`src/rtl/button_conditioner.sv`:
```
// N-channel push-button synchroniser + debouncer giving level, press and release strobes; latency SYNC_STAGES+2^CNT_W cycles, no backpressure (free-running).
// Define BUTTON_CONDITIONER_REPEAT_EN to add per-channel auto-repeat PRESSED strobes while a key is held.
module button_conditioner #(
    parameter int N           = 4,
    parameter int CNT_W       = 17,
    parameter int SYNC_STAGES = 2,
    parameter int ACTIVE_LOW  = 0,
    parameter int REP_DELAY   = 50_000_000,
    parameter int REP_PERIOD  = 10_000_000
) (
    input  logic         clk,
    input  logic         rst_n,
    input  logic [N-1:0] PB,
    output logic [N-1:0] BUTTONS,
    output logic [N-1:0] PRESSED,
    output logic [N-1:0] RELEASED
);

    logic [N-1:0]     sync_q [SYNC_STAGES];
    logic [N-1:0]     pol;
    logic [N-1:0]     s;

    logic [CNT_W-1:0] cnt_q [N];
    logic [CNT_W-1:0] cnt_d [N];
    logic [N-1:0]     btn_q, btn_d;
    logic [N-1:0]     press_q, press_d;
    logic [N-1:0]     rel_q, rel_d;
    logic [N-1:0]     press_next;

    assign pol = (ACTIVE_LOW != 0) ? {N{1'b1}} : {N{1'b0}};
    assign s   = sync_q[SYNC_STAGES-1] ^ pol;

    always_ff @(posedge clk or negedge rst_n) begin
        if (!rst_n) begin
            for (int k = 0; k < SYNC_STAGES; k++) begin
                sync_q[k] <= '0;
            end
        end else begin
            sync_q[0] <= PB;
            for (int k = 1; k < SYNC_STAGES; k++) begin
                sync_q[k] <= sync_q[k-1];
            end
        end
    end

    // Any cycle of agreement restarts the window; the level flips only after a full saturated count.
    always_comb begin
        btn_d   = btn_q;
        press_d = '0;
        rel_d   = '0;
        for (int i = 0; i < N; i++) begin
            cnt_d[i] = cnt_q[i];
            if (s[i] == btn_q[i]) begin
                cnt_d[i] = '0;
            end else if (&cnt_q[i]) begin
                cnt_d[i]   = '0;
                btn_d[i]   = s[i];
                press_d[i] = s[i];
                rel_d[i]   = ~s[i];
            end else begin
                cnt_d[i] = cnt_q[i] + CNT_W'(1);
            end
        end
    end

`ifdef BUTTON_CONDITIONER_REPEAT_EN
    localparam int REP_MAX = (REP_DELAY > REP_PERIOD) ? REP_DELAY : REP_PERIOD;
    localparam int REP_W   = $clog2(REP_MAX + 1);
    localparam logic [REP_W-1:0] DELAY_LAST  = REP_W'(REP_DELAY - 1);
    localparam logic [REP_W-1:0] PERIOD_LAST = REP_W'(REP_PERIOD - 1);

    logic [REP_W-1:0] rep_cnt_q [N];
    logic [REP_W-1:0] rep_cnt_d [N];
    logic [N-1:0]     rep_per_q, rep_per_d;
    logic [N-1:0]     rep_fire;

    // Counting only runs while the key stays held across this edge, so no repeat lands on a release cycle.
    always_comb begin
        rep_per_d = '0;
        rep_fire  = '0;
        for (int i = 0; i < N; i++) begin
            rep_cnt_d[i] = '0;
            if (btn_q[i] && btn_d[i]) begin
                if (rep_cnt_q[i] == (rep_per_q[i] ? PERIOD_LAST : DELAY_LAST)) begin
                    rep_fire[i]  = 1'b1;
                    rep_per_d[i] = 1'b1;
                end else begin
                    rep_cnt_d[i] = rep_cnt_q[i] + REP_W'(1);
                    rep_per_d[i] = rep_per_q[i];
                end
            end
        end
    end

    always_ff @(posedge clk or negedge rst_n) begin
        if (!rst_n) begin
            rep_per_q <= '0;
            for (int i = 0; i < N; i++) begin
                rep_cnt_q[i] <= '0;
            end
        end else begin
            rep_per_q <= rep_per_d;
            for (int i = 0; i < N; i++) begin
                rep_cnt_q[i] <= rep_cnt_d[i];
            end
        end
    end

    assign press_next = press_d | rep_fire;
`else
    assign press_next = press_d;
`endif

    always_ff @(posedge clk or negedge rst_n) begin
        if (!rst_n) begin
            btn_q   <= '0;
            press_q <= '0;
            rel_q   <= '0;
            for (int i = 0; i < N; i++) begin
                cnt_q[i] <= '0;
            end
        end else begin
            btn_q   <= btn_d;
            press_q <= press_next;
            rel_q   <= rel_d;
            for (int i = 0; i < N; i++) begin
                cnt_q[i] <= cnt_d[i];
            end
        end
    end

    assign BUTTONS  = btn_q;
    assign PRESSED  = press_q;
    assign RELEASED = rel_q;

endmodule

```
`config.mk`:
```
export PLATFORM = sky130hd
export DESIGN_NAME = button_conditioner
export DESIGN_NICKNAME = d
export VERILOG_FILES = /design/src/rtl/button_conditioner.sv
export SDC_FILE = /design/constraint.sdc
export NUM_CORES = 1
export LEC_CHECK = 0
export ABC_AREA = 1
export BUFFER_PORTS_ARGS = -buffer_cell sky130_fd_sc_hd__buf_4
export CAP_MARGIN = 20
export CORE_MARGIN = 2
export CORE_UTILIZATION = 38
export DETAILED_ROUTE_END_ITERATION = 16
export PLACE_DENSITY = 0.62
export SLEW_MARGIN = 20
export SYNTH_ARGS = -nofsm -noshare
export SYNTH_HDL_FRONTEND = slang
export SYNTH_SLANG_ARGS = --single-unit
```
`constraint.sdc`:
```
create_clock -name clk -period 2.5 [get_ports clk]
set_input_delay 0.5 -clock clk [delete_from_list [all_inputs] [get_ports clk]]
set_output_delay 0.5 -clock clk [all_outputs]
set_load 0.005 [all_outputs]
```
==> results.md <==
- Core area: 10900 um^2
- Crit path launch type: flip-flop
- # diodes: 0
- CTS tree: yes
- Max FO, Critical Path: 11
- Initial core utilization: between 30% and 40%
- Gr ovfl total: 0
- Most frequent cells in the layout: 124 x nand2_1, 111 x nor2_1, 88 x dfrtp_1
- Placement Cell Area: 4590 um^2
- Library cell with the largest summed area after synthesis: dfrtp_1
- Die extent in x: ~110 um
- RSZ-0062 raised after global routing: no
- Worst VDD drop: about 0.00036 V
- Full die area: about 12000 um^2
- Min-Delay Path Class: in -> async
- Data arrival time of the worst path: about 2400 ps
- Post-CTS Resized: 0
- Critical path class: reg -> reg
- Post-synth top area share: roughly half
- First-pass GRT wire length: ~15 mm
- Yosys cell types: 23
- Final hold violation count: 0
- Final Max Tran Viols: 0
- Via count: roughly 3400
- Avg Vias per Cell: 4.71
- DR pass1 iterations: 4
- Fin crit share: a little under nine tenths
- Detailed Place HPWL: around 5.7 mm
- Max-Cap Viols: 0
- Clock skew: between 7 and 8 ps
- Routed len/inst: roughly 11 um
- Die height: 110 um
- Placer Congestion: a little over 0.8
- Area delta synth->final: 13.7%
- LEAKAGE: around 0.0022 uW
- Min Tclk post-route: between 2000 and 2500 ps
- # Post-CTS Setup Buffers: 0
- Status: finished clean
- Worst-Margin Slew: roughly 660 ps
- Drt initial violations: between 100 and 150
- # rows: 38
- Seq cells post-synth: just under 90
- H-tree lvl count: 3
- Setup TNS: 0 ps
- Layout cell share with drive strength beyond 1: between 10% and 20%
- Placed cell count: approximately 700
- Cts hold-fix bufs: 0
- Critical path capture point type: flip-flop
- Min Hold Slack: roughly 190 ps
- Post-Syn Area per Cell: between 7 and 8 um^2
- Tot GR Track Use: roughly 14%
- CP required: 2750 ps
- DRC: 0
- TritonCTS Buffers: 9
- Layout Cells excl Fill: 722
- Seq/Total Area, Yosys: 51.2%
- Commonest non-fill, non-tap cell in the layout: nand2_1
- PwrDens: just under 600 nW/um^2
- Cell Area, Synth: approximately 4300 um^2
- Tot Pwr: around 2900 uW
- Synth warn: 0
- I/O pin count: 18
- I/O Buffers: 17
- Final Setup Violations: 0
- Worst-Skew Late Latency: between 300 and 400 ps
- Final wirelength: 7.82 mm
- Post-route cell area: 4890 um^2
- Syn nets: about 570
- Root Buffer: clkbuf_16
- Achievable clock frequency: between 400 and 500 MHz
- Maximum number of pins on one net before global-route repair: between 50 and 60
- Number of global-route vias before repair: approximately 3400
- Max transition margin: between 50% and 60%
- Reg clk slew, reported paths: ~60 ps
- Clock Path Buffers: 2
- Clk sinks: just under 90
- FILL cells: ~1100
- Initial antenna violation count: 0
- Mapped Cells: 552
- Final Net Count: between 500 and 600
- Antenna-violating nets left: 0
- Synth top area cells: dfrtp_1 51%, nand2_1 11%, nor2_1 9.7%
[area by class of cell]
type | count | area [um^2] | share of cell area (%)
clock inverter | 5 | 56.3 | 1.15
tap | 140 | 175 | 3.58
clock buffer | 11 | 243 | 4.96
timing repair buffer | 18 | 148 | 3.02
multi-input combinational | 381 | 1770 | 36.2
inverter | 79 | 297 | 6.06
sequential | 88 | 2200 | 45.0
[flip-flops by register name, indices dropped and copies added, names as in the netlist]
| register | flops |
|---|---|
| cnt_q | 68 |
| BUTTONS | 4 |
| RELEASED | 4 |
| PRESSED | 4 |
| sync_q | 4 |
| s | 4 |
[synth_stat cells, drive strengths merged]
library cell	n
a21oi	29
o21ai	25
buf	4
o21bai	1
dfrtp	88
ha	8
nor3	22
nand3	25
nor3b	1
a31oi	2
xnor2	2
nand2	131
inv	79
nor2	129
nand4	6
[stage by stage]
stage | util [%] | worst slack, ps
6_report | 44.7 | 355
5_1_grt | 44.7 | 153
4_1_cts | 44.7 | 330
3_5_place_dp | 42.0 | 401
3_3_place_gp | 42.0 | 508
2_1_floorplan | - | 724
[cells by family after synthesis]
group	Yosys count	synth area share, %
AOI/OAI and AO/OA	57	6.74
xor gates and xnor gates	2	0.407
adders and majority gates	8	2.33
buffers and inverters	83	7.67
DFF	88	51.2
and+or+nand+nor	314	31.7
[power by group]
part | total [uW] | internal (uW) | switching (uW)
Combinational | 107 | 32.7 | 74.0
Sequential | 1460 | 1450 | 18.7
Clock | 1340 | 800 | 535
Total | 2910 | 2280 | 628
[path summary, 6_finish.rpt]
check	slack (ps)	endpoint	startpoint	cells after the start
max	350	cnt_q[43]	cnt_q[34]	11
min	190	cnt_q[28]	rst_n	1
min reg2reg	350	s[0]	sync_q[4]	0
max in group asynchronous	1670	cnt_q[58]	rst_n	2
min in group clk	270	sync_q[7]	PB[3]	1
max reg2reg	350	cnt_q[43]	cnt_q[34]	11
[critical path, cell delays in order, from the launching register on]
cell	delay, ps
dfrtp_1	410
ha_1	220
nand2_1	70
inv_1	80
nand2_2	120
nor2_4	50
nand3_1	90
nor2_1	50
ha_1	200
nor2_2	350
inv_1	190
nor3_1	210
[layer usage]
layer	wire [um]	track usage (%)	up-vias
li1	-	-	1776
met1	3910	18.6	1573
met2	3570	22.9	40
met3	215	2.80	10
met4	126	5.75	0
met5	0	0	-
Note: power is estimated with default switching activity, not from simulation.
